### src/rtl/btn_led_ctrl.sv
// rtl/btn_led_ctrl.sv - debounced four-button LED controller with toggle and chase modes
module btn_led_ctrl #(
    parameter int DEBOUNCE_CYC = 33000,
    parameter int LONG_CYC     = 3300000,
    parameter int STEP_CYC     = 825000
) (
    input  logic CLK,
    input  logic RST,
    input  logic BTN1,
    input  logic BTN2,
    input  logic BTN3,
    input  logic BTN4,
    output logic LED1,
    output logic LED2,
    output logic LED3,
    output logic LED4,
    output logic MODE
);

    localparam int DW = $clog2(DEBOUNCE_CYC + 1);
    localparam int HW = $clog2(LONG_CYC + 1);
    localparam int SW = $clog2(STEP_CYC + 1);
    localparam logic [DW-1:0] DB_LAST   = DW'(DEBOUNCE_CYC - 1);
    localparam logic [HW-1:0] HOLD_MAX  = HW'(LONG_CYC);
    localparam logic [SW-1:0] STEP_LAST = SW'(STEP_CYC - 1);

    typedef enum logic {
        S_TOGGLE = 1'b0,
        S_CHASE  = 1'b1
    } state_t;

    logic [3:0]    raw;
    logic [3:0]    sync1;
    logic [3:0]    sync2;
    logic [3:0]    deb;
    logic [3:0]    deb_q;
    logic [DW-1:0] db_cnt [4];

    logic [2:0]    press;
    logic          rel4;
    logic [HW-1:0] hold;
    logic          arm;
    logic          long_ev;

    state_t        state;
    logic [3:0]    leds;
    logic [3:0]    saved;
    logic [3:0]    pattern;
    logic [3:0]    next_pat;
    logic          dir_down;
    logic          paused;
    logic [SW-1:0] step;

    assign raw = {BTN4, BTN3, BTN2, BTN1};

    // Two-flop synchroniser followed by a per-button disagreement counter.
    always_ff @(posedge CLK or posedge RST) begin
        if (RST) begin
            sync1 <= '0;
            sync2 <= '0;
            deb   <= '0;
            deb_q <= '0;
            for (int i = 0; i < 4; i++) begin
                db_cnt[i] <= '0;
            end
        end else begin
            sync1 <= raw;
            sync2 <= sync1;
            deb_q <= deb;
            for (int i = 0; i < 4; i++) begin
                if (sync2[i] == deb[i]) begin
                    db_cnt[i] <= '0;
                end else if (db_cnt[i] == DB_LAST) begin
                    deb[i]    <= sync2[i];
                    db_cnt[i] <= '0;
                end else begin
                    db_cnt[i] <= db_cnt[i] + 1'b1;
                end
            end
        end
    end

    assign press = deb[2:0] & ~deb_q[2:0];
    assign rel4  = deb_q[3] & ~deb[3];

    // Arm keeps a single hold from producing more than one long event.
    assign long_ev = arm && (hold == HOLD_MAX);

    always_ff @(posedge CLK or posedge RST) begin
        if (RST) begin
            hold <= '0;
            arm  <= 1'b1;
        end else begin
            if (!deb[3]) begin
                hold <= '0;
            end else if (hold != HOLD_MAX) begin
                hold <= hold + 1'b1;
            end
            if (long_ev) begin
                arm <= 1'b0;
            end else if (rel4) begin
                arm <= 1'b1;
            end
        end
    end

    assign next_pat = dir_down ? {pattern[0], pattern[3:1]}
                               : {pattern[2:0], pattern[3]};

    always_ff @(posedge CLK or posedge RST) begin
        if (RST) begin
            state    <= S_TOGGLE;
            leds     <= '0;
            saved    <= '0;
            pattern  <= 4'b0001;
            dir_down <= 1'b0;
            paused   <= 1'b0;
            step     <= '0;
        end else begin
            case (state)
                S_TOGGLE: begin
                    if (long_ev) begin
                        saved    <= leds;
                        pattern  <= 4'b0001;
                        leds     <= 4'b0001;
                        dir_down <= 1'b0;
                        paused   <= 1'b0;
                        step     <= '0;
                        state    <= S_CHASE;
                    end else begin
                        // A release that ended a long hold leaves arm low, so no toggle.
                        leds <= leds ^ {rel4 & arm, press};
                    end
                end
                S_CHASE: begin
                    if (long_ev) begin
                        leds  <= saved;
                        state <= S_TOGGLE;
                    end else begin
                        if (press[0]) begin
                            dir_down <= ~dir_down;
                        end
                        if (press[1]) begin
                            paused <= ~paused;
                        end
                        if (!paused) begin
                            if (step == STEP_LAST) begin
                                step    <= '0;
                                pattern <= next_pat;
                                leds    <= next_pat;
                            end else begin
                                step <= step + 1'b1;
                            end
                        end
                    end
                end
                default: state <= S_TOGGLE;
            endcase
        end
    end

    assign {LED4, LED3, LED2, LED1} = leds;
    assign MODE = (state == S_CHASE);

endmodule

### config.mk
export PLATFORM = sky130hd
export DESIGN_NAME = btn_led_ctrl
export DESIGN_NICKNAME = d
export VERILOG_FILES = /design/src/rtl/btn_led_ctrl.sv
export SDC_FILE = /design/constraint.sdc
export NUM_CORES = 1
export LEC_CHECK = 0
export BUFFER_PORTS_ARGS = -buffer_cell sky130_fd_sc_hd__clkbuf_2
export CAP_MARGIN = 5
export CORE_MARGIN = 2
export CORE_UTILIZATION = 59
export CTS_BUF_LIST = sky130_fd_sc_hd__clkbuf_8
export DETAILED_ROUTE_END_ITERATION = 7
export MAX_ROUTING_LAYER = met4
export PLACE_DENSITY = 0.78
export SYNTH_ARGS = -nofsm -noshare
export SYNTH_HDL_FRONTEND = slang
export SYNTH_SLANG_ARGS = --single-unit
### constraint.sdc
create_clock -name CLK -period 4.1 [get_ports CLK]
set_input_delay 0.615 -clock CLK [delete_from_list [all_inputs] [get_ports CLK]]
set_output_delay 0.615 -clock CLK [all_outputs]
set_load 0.02 [all_outputs]
; ---- After elaboration in Yosys (flattened, before gate mapping)
; Index checks and enable logic that the tools add are counted.
[word_totals]
memories = 0
output_inout_bits = 5
mem_bits_ro = 0
in_bits = 6
regBits = 138
word_cells = 107
latch_bits = 0
ramBits = 0
[classes]
div = 0
magnitude_cmp = 0
bitwise = 13
n_reduce_logical = 12
add_sub_neg = 6
mux = 36
eq_ne = 20
mul = 0
n_shift = 0
[op_table]
columns = operator, n
row1 = $mux 16, 8
row2 = $mux 20, 4
row3 = $add 16x1->16 const B, 4
row4 = $eq 16x16->1 const B, 4
row5 = $mux 22, 2
row6 = $pmux 20 s2, 1
row7 = $mux 4, 7
row8 = $add 22x1->22 const B, 1
row9 = $eq 22x22->1 const B, 1
row10 = $ne 22x22->1 const B, 1
row11 = $add 20x1->20 const B, 1
row12 = $eq 20x20->1 const B, 1
row13 = $pmux 4 s2, 2
row14 = $reduce_and 2->1, 6
row15 = $ne 2x2->1 const B, 5
row16 = $mux 1, 9
row17 = $reduce_and 3->1, 3
row18 = $not 1->1, 8
row19 = $pmux 1 s2, 3
row20 = $eq 1x1->1, 4
row21 = $ne 2x1->1 const B, 2
row22 = $reduce_and 4->1, 1
row23 = $xor 4x4->4, 1
row24 = $and 3x3->3, 1
row25 = other kinds (6), 7

; ---- Longest topological paths before layout
; Gate-level depths: netlist of run 1.
[depth]
depth_word = 6
mapped_depth = 8
depth_no_buf = 7

; ---- Worst setup path before layout of run 1
; No wires, ideal clock.
[synth_timing]
kind = reg-to-reg
start = register state (netlist: MODE)
end = register pattern[3]
synth_period_minus_slack_ns = 1.836
stages_incl_launch_ff = 7
required_time_ns = 3.980
slack_ns = 2.264
setup_time_ns = 0.120
path_buffers = 1
t_arrival_ns = 1.716
path_cell_list = dfrtp_1 buf_2 inv_2 nor2_2 o21ai_4 or3_1 a31o_1
[synth_between]
elab_chain_cells = 3
word_cells_on_any_way = 7
classes_between = eq/ne: 4 / mux: 1 / bitwise: 1 / reduce/logical: 1
[synth_rtl]
columns = item, line_no
row1 = "start, declared", 45  ; state_t state;
row2 = "start signal, assigned", 112  ; state <= S_TOGGLE;
row3 = "start signal, assigned", 129  ; state <= S_CHASE;
row4 = "start signal, assigned", 138  ; state <= S_TOGGLE;
row5 = $not 1->1 (no line), n/a
row6 = $ne 2x2->1 (no line), n/a
row7 = $reduce_and 4->1 (no line), n/a
row8 = "end signal, assigned", 149  ; pattern <= next_pat;
row9 = "end, declared", 48  ; logic [3:0] pattern;
; Parallel ways exist; a longest one is shown, timed or not.
; A chain may end at the register's enable or synchronous reset.

; ---- Worst setup path after layout of run 1
; Same ends and word-level chain as after synthesis.

==> results_dict.tcl, run 1 <==
set metrics [dict create \
    setup_tns_ns 0 \
    fp.dieH_um 113 \
    synth_ff_type "dfrtp_1" \
    post-route-period-util 0.574 \
    fin_skew_ns 0.0105 \
    critPathArrivalTime_ns 2.71 \
    dpl_cell_area_um2 7160 \
    netlist-cell-type-count 69 \
    clk-insertion-delay-late_ns 0.47 \
    wl_per_cell_um 15.4 \
    grt_pass1_vias 5036 \
    final_util 0.654 \
    synth_edf_count 0 \
    grt_max_degree 93 \
    cts_tree "done" \
    cts_hold_buf 0 \
    yosysTopAreaCell "dfrtp_1" \
    vias 5061 \
    hold_viol 0 \
    core_um2 11500 \
    required_ns 4.46 \
    maxSlewViolCount 0 \
    crit_end "pattern[3]" \
    ff2ff_path_depth 5 \
    cts_buffers 17 \
    crit_start "MODE" \
    async_reset_ff_frac 1.00 \
    first_pass_iters 7 \
    fin_cells 861 \
    yosysWarnings 0 \
    ys_seq_elements 138 \
    fmax_ghz 0.425 \
    tightest_slew_ns 1.00 \
    synth_most_common_cell "dfrtp_1" \
    grt-ovfl-total 0 \
    reg2reg_from "MODE" \
    dieWidth_um 113 \
    cts.path.max_buffers 2 \
    ant_nets 0 \
    post_synth_main_area_contributors "dfrtp_1 49%, xnor2_1 5.2%, xor2_1 4.5%" \
    grt_pass1_wl_um 23300 \
    power_frac_seq 0.554 \
    rsz0062_at_grt "false" \
    final_area_um2 7540 \
    dr.first_iter.drc_count 447 \
    setup_violations 0 \
    netlist.area_leader.share 0.485 \
    switching_share 0.240 \
    final_net_count 719 \
    ir_worst_vdd_mv 0.309 \
    synth_commonest_cells "136 x dfrtp_1, 72 x nor2_1, 60 x nand2_1" \
    drive_above_1_share 0.109 \
    end_kind "register" \
    cts_max_level 4 \
    cts_resized 0 \
    cellLeakagePower_nw 3.29 \
    r2r_end "pattern[3]" \
    vias_per_cell 5.88 \
    gp_congestion 0.845 \
    p_int_mw 1.90 \
    critPathKind "register to register" \
    place_hpwl_um 9000 \
    period_minus_slack_ns 2.35 \
    cp_max_fo 19 \
    cts_root_buf "clkbuf_8" \
    power.total_mw 2.50 \
    grt_util_all_layers 0.234 \
    wl_um 13300 \
    io_pins 11 \
    startpoint_type "register" \
    synthCells 696 \
    clock-sinks 138 \
    drc_errors 1 \
    switching_power_mw 0.600 \
    fillers 881 \
    postCtsSetupBuffers 0 \
    start_util 0.609 \
    power_frac_clock 0.424 \
    violations "DRC" \
    antenna_found_initial 0 \
    status "finished, violations left" \
    seq_area_frac_synth 0.493 \
    num_rows 39 \
    syn_area_um2 7020 \
    place_inst 830 \
    worstHoldPathType "primary input to register" \
    area_growth_pct 7.40 \
    die_area_um2 12800 \
    port-buffer-count 10 \
    max-cap-violations 0 \
    synth.avg_cell_area_um2 10.1 \
    path_clk_slew_ns 0.08 \
    syn_nets 709 \
    relSlewSlack 0.332 \
    power.density_nw_per_um2 332 \
    reg2reg_slack_ns 1.75 \
    combPwrFrac 0.023 \
    insertedDiodeCount 0 \
]
## layer usage
layer | vias up | part of all wire | GRT usage
met5 | - | 0 | -
met3 | 21 | 0.042 | 0.0680
met1 | 2465 | 0.47 | 0.296
met4 | 0 | 0.021 | 0.0935
li1 | 2475 | - | -
met2 | 100 | 0.47 | 0.358
## power groups by stage
stage	Combinational [mW]	Clock (mW)	Sequential (mW)
detailed placement	0.0587	0	1.41
global placement	0.0579	0	1.41
CTS	0.0599	1.09	1.38
finish	0.0565	1.06	1.38
global route	0.0679	1.15	1.39
floorplan	0.0422	0	1.41
## stage by stage
step | hold WS, ns | setup slack (ns)
after global placement | 0.334 | 1.88
after CTS | 0.212 | 1.75
after floorplan | 0.331 | 1.77
after detailed placement | 0.340 | 1.77
after global routing | 0.214 | 1.57
final | 0.250 | 1.75
## cell type report
class / instances / area (um2) / share of cell area
flip-flops and latches: 138 / 3460 / 0.459
well taps: 143 / 179 / 0.0237
clock buffers: 19 / 262 / 0.0347
multi-input cells: 518 / 3370 / 0.448
clock inverters: 12 / 116 / 0.0154
inverters: 20 / 78.8 / 0.0105
repair buffers: 11 / 70.1 / 0.00930
## kinds of logic (layout without fill, tap and decap cells)
kind of cell    Yosys count  after routing  synth area share
flops                   138            138             0.493
fa+ha+maj                 7              7            0.0125
mux                      19             19            0.0294
buf+inv                  40             62            0.0266
simple gates            349            349             0.275
xor+xnor                 78             78            0.0974
compound gates           65             65            0.0665
## registers in the layout (all words and copies together), names as in the netlist, 4 cells and up
signal,flops
step,20
pattern,4
leds,4
deb_q,4
hold,22
saved,4
deb,4
db_cnt,64
sync2,4
sync1,4
## placed cells by master, fill, tap and decap left out, types with 12 or more instances in the layout
cell,synthesis,final
dfrtp_1,136,136
nor2_1,72,72
nand2_1,60,60
nand3_1,44,44
xnor2_1,42,42
xor2_1,36,36
nor3_1,33,33
and3_1,25,25
and2_1,21,21
clkbuf_8,0,19
inv_1,19,18
nand4_1,18,18
o21ai_0,15,15
mux2_2,13,13
nor4_1,12,12
## critical path: stages, from the launching register on
cell and delay (ns):
dfrtp_1 0.71, inv_2 0.26, nor2_2 0.32, o21ai_4 0.22, or3_1 0.48, a31o_1 0.24
## worst min-delay path by stage
stage | startpoint | end | slack, ns | depth (start not counted)
2_1_floorplan | sync1[0] | sync2[0] | 0.33 | 0
3_3_place_gp | sync1[3] | sync2[3] | 0.33 | 0
3_5_place_dp | sync1[2] | sync2[2] | 0.34 | 0
4_1_cts | BTN2 | sync1[1] | 0.21 | 1
5_1_grt | BTN2 | sync1[1] | 0.21 | 1
6_report | BTN2 | sync1[1] | 0.25 | 1
No activity file was read; power rests on OpenSTA's default activity.
==> run 2: changes to the inputs <==
CORE_UTILIZATION = 65   (was 59)
PLACE_DENSITY = 0.82   (was 0.78)
clock period = 2.3 ns   (was 4.1 ns; I/O delays follow)
==> results_dict.tcl, run 2 (synthesis gave the netlist of run 1 again) <==
set metrics [dict create \
    status "finished, final reports clean" \
    largest-register "db_cnt" \
    core_um2 10400 \
    wl_per_cell_um 15.8 \
    cts_buffers 17 \
    gp_congestion 0.897 \
    io_pins 11 \
    reg2reg_slack_ns 0.13 \
    wl_um 13700 \
    ff2ff_path_depth 8 \
    grt-ovfl-total 0 \
    cts_root_buf "clkbuf_8" \
    ant_nets 0 \
    reg2reg_from "hold[0]" \
    end_kind "register" \
    post-route-period-util 0.945 \
    port-buffer-count 10 \
    clock-sinks 138 \
    worstHoldPathType "register to register" \
    startpoint_type "register" \
    cts_max_level 4 \
    setup_violations 0 \
    area_growth_pct 8.54 \
    fin_skew_ns 0.00949 \
    max-cap-violations 0 \
    fp.dieH_um 108 \
    dpl_cell_area_um2 7210 \
    ir_worst_vdd_mv 0.500 \
    start_util 0.674 \
    dieWidth_um 108 \
    fmax_ghz 0.460 \
    grt_util_all_layers 0.269 \
    power.density_nw_per_um2 577 \
    vias_per_cell 5.95 \
    vias 5153 \
    path_clk_slew_ns 0.07 \
    clk-insertion-delay-late_ns 0.43 \
    largest_reg_flops 64 \
    rsz0062_at_grt "false" \
    cts.path.max_buffers 2 \
    insertedDiodeCount 0 \
    die_area_um2 11600 \
    required_ns 2.62 \
    grt_pass1_vias 5182 \
    hold_viol 0 \
    fillers 759 \
    final_area_um2 7620 \
    final_net_count 730 \
    num_rows 37 \
    r2r_end "step[5]" \
    holdPathEnd "sync2[3]" \
    critPathArrivalTime_ns 2.49 \
    top_regs "db_cnt x64, hold x22, step x20" \
    critPathKind "register to register" \
    grt_pass1_wl_um 23900 \
    layout_commonest_cell "dfrtp_1" \
    grt_max_degree 64 \
    tightest_slew_ns 0.672 \
    drc_errors 0 \
    cellLeakagePower_nw 3.36 \
    cp_max_fo 14 \
    mostFrequentLayoutCells "136 x dfrtp_1, 72 x nor2_1, 60 x nand2_1, 44 x nand3_1, 42 x xnor2_1" \
    holdPathStages 0 \
    place_hpwl_um 9220 \
    drive_above_1_share 0.108 \
    setup_tns_ns 0 \
    seqCellArea_um2 3460 \
    dr.first_iter.drc_count 337 \
    cts_tree "done" \
    relSlewSlack 0.552 \
    cts_resized 0 \
    maxSlewViolCount 0 \
    worstHoldStart "sync1[3]" \
    first_pass_iters 4 \
    period_minus_slack_ns 2.17 \
    antenna_found_initial 0 \
    multi_input_area_um2 3370 \
]
run 2: cell count changes in the layout (fill, tap and decap cells not counted), sizes merged:
cell,change
clkinv,+2
inv,+2
dlygate4sd3,+5
buf,+6
bufinv,+1
clkinvlp,-2
clkbuf,-2
run 2: how the worst max path moves through the flow:
stage | start | endpoint | depth (start not counted)
floorplan | RST | MODE | 1
global placement | hold[0] | step[5] | 8
detailed placement | hold[0] | step[5] | 8
CTS | hold[0] | step[5] | 8
global route | hold[0] | step[5] | 8
finish | hold[0] | step[5] | 8
run 2: power by group:
part / internal, mW / total [mW] / leakage, nW / switching (mW)
registers: 2.45 / 2.47 / 1.89 / 0.0205
logic: 0.0349 / 0.117 / 1.27 / 0.0819
clock network: 0.929 / 1.81 / 0.199 / 0.877
run 2: layer usage:
layer | wire, um | up-vias | part of all wire | track usage
met5 | 0 | - | 0 | -
met2 | 6760 | 84 | 0.49 | 0.426
met3 | 432 | 17 | 0.031 | 0.0563
met1 | 6320 | 2552 | 0.46 | 0.348
li1 | - | 2500 | - | -
met4 | 207 | 0 | 0.015 | 0.0925
run 2: timing repair:
action / 4_1_cts / 5_1_grt
setup buffers: 0 / 0
endpoints found under the hold margin: 20 / 0
hold buffers: 5 / 0
run 2: final cells by class:
cell class,count,area share
Multi-Input combinational cell,518,0.443
Clock buffer,17,0.0307
Tap cell,136,0.0223
Sequential cell,138,0.454
Inverter,20,0.0103
Timing Repair Buffer,22,0.0233
Clock inverter,15,0.0164
run 2: worst max-delay path, stage by stage, from the launching register on:
cell     delay (ns)
dfrtp_1        0.42
inv_1          0.11
ha_1           0.18
and3b_1        0.23
nand4_4        0.17
o21ai_4        0.39
buf_4          0.22
nor3_1         0.05
a211o_1        0.28
run 2: per-stage QoR:
step	hold slack (ns)	worst slack, ns	power [mW]	util	std cells
4_1_cts	0.364	0.146	4.44	0.731	866
3_5_place_dp	0.336	0.159	2.63	0.692	829
6_report	0.359	0.125	4.39	0.731	866
5_1_grt	0.367	0.0268	4.57	0.731	866
3_3_place_gp	0.345	0.281	2.62	0.692	829
2_1_floorplan	0.331	0.236	2.59	-	696
==> run 3: changes to the inputs <==
CORE_UTILIZATION = 66   (was 65)
PLACE_DENSITY = 0.83   (was 0.82)
clock period = 2.7 ns   (was 2.3 ns; I/O delays follow)
==> results_dict.tcl, run 3 (synthesis gave the netlist of run 1 again) <==
set metrics [dict create \
    status "finished, final reports clean" \
    place_hpwl_um 9340 \
    mostFrequentLayoutCells "136 x dfrtp_1, 72 x nor2_1, 60 x nand2_1, 44 x nand3_1, 42 x xnor2_1" \
    setup_violations 0 \
    ff2ff_path_depth 7 \
    area_growth_pct 8.56 \
    io_pins 11 \
    grt_pass1_wl_um 24800 \
    rsz0062_at_grt "false" \
    insertedDiodeCount 0 \
    vias 5183 \
    start_util 0.680 \
    top_regs "db_cnt x64, hold x22, step x20" \
    fin_skew_ns 0.0126 \
    holdPathStages 1 \
    grt_util_all_layers 0.283 \
    post-route-period-util 0.820 \
    largest_reg_flops 64 \
    dieWidth_um 107 \
    die_area_um2 11500 \
    startpoint_type "register" \
    dr.first_iter.drc_count 306 \
    num_rows 37 \
    cts_hold_buf 0 \
    wl_per_cell_um 16.0 \
    max-cap-violations 0 \
    cp_max_fo 19 \
    grt_pass1_vias 5232 \
    holdPathEnd "sync1[1]" \
    tightest_slew_ns 0.777 \
    clock-sinks 138 \
    critPathArrivalTime_ns 2.52 \
    hold_viol 0 \
    cts_buffers 17 \
    final_util 0.738 \
    required_ns 3.01 \
    worst_path_max_delay_cell "o21ai_4" \
    fmax_ghz 0.452 \
    port-buffer-count 10 \
    critPathKind "register to register" \
    setup_tns_ns 0 \
    drc_errors 0 \
    dpl_cell_area_um2 7180 \
    reg2reg_slack_ns 0.49 \
    final_net_count 722 \
    antenna_found_initial 0 \
    fin_ws_ns 0.485 \
    ir_worst_vdd_mv 0.714 \
    clk-insertion-delay-late_ns 0.45 \
    core_um2 10300 \
    cts_resized 0 \
    path_clk_slew_ns 0.08 \
    gp_congestion 0.861 \
    r2r_end "pattern[1]" \
    period_minus_slack_ns 2.21 \
    cts_tree "done" \
    place_ws_ns 0.553 \
    cts_root_buf "clkbuf_8" \
    place_inst 826 \
    grt-ovfl-total 0 \
    layout_commonest_cell "dfrtp_1" \
    worstHoldStart "BTN2" \
    cellLeakagePower_nw 3.35 \
    postCtsSetupBuffers 0 \
    fin_cells 858 \
    crit_chain "inv_1 -> ha_1 -> and3b_1 -> nand4_4 -> o21ai_4 -> or3_1 -> o21ai_0" \
    wl_um 13700 \
    vias_per_cell 6.04 \
    reg2reg_from "hold[0]" \
    cts.path.max_buffers 2 \
    power.density_nw_per_um2 524 \
    relSlewSlack 0.481 \
    drive_above_1_share 0.111 \
    maxSlewViolCount 0 \
    critPathMaxStageDelay_ns 0.49 \
    whs_ns 0.0604 \
    fp.dieH_um 107 \
    worstHoldPathType "primary input to register" \
    cts_max_level 4 \
    final_area_um2 7620 \
    ant_nets 0 \
    largest-register "db_cnt" \
    end_kind "register" \
    grt_max_degree 53 \
    first_pass_iters 7 \
    power.total_mw 3.99 \
]
[run 3: power breakdown]
group	total [mW]	leakage (nW)	internal (mW)	switching, mW
combinational	0.0929	1.24	0.0255	0.0674
clock	1.80	0.221	1.01	0.788
sequential	2.10	1.89	2.09	0.0171
total	3.99	3.35	3.12	0.873
[run 3: layout make-up]
class                   instances  area (um2)
flip-flops and latches        138        3460
multi-input cells             518        3370
fillers                       696        2710
clock buffers                  21         289
well taps                     136         170
clock inverters                11         144
repair buffers                 14         105
inverters                      20        78.8
[run 3: critical path, delay by kind of cell, from the launching register on]
family | cells | cell delay, ns
simple gates | 3 | 0.70
buf+inv | 1 | 0.12
fa+ha+maj | 1 | 0.20
compound gates | 2 | 0.63
flops | 1 | 0.41
[run 3: worst max path at each step]
stage / start / endpoint / slack, ns / depth (start not counted)
6_report: hold[0] / pattern[1] / 0.49 / 7
5_1_grt: hold[0] / pattern[0] / 0.33 / 7
4_1_cts: hold[0] / pattern[1] / 0.52 / 7
3_5_place_dp: hold[0] / pattern[0] / 0.55 / 7
3_3_place_gp: hold[0] / pattern[0] / 0.71 / 7
2_1_floorplan: RST / MODE / 0.58 / 1
[run 3: per-layer routing]
layer	up-vias	GRT usage	wire, um
met2	111	0.431	6520
met1	2549	0.369	6350
met3	30	0.0742	567
li1	2493	-	-
met4	0	0.104	261
met5	-	-	0
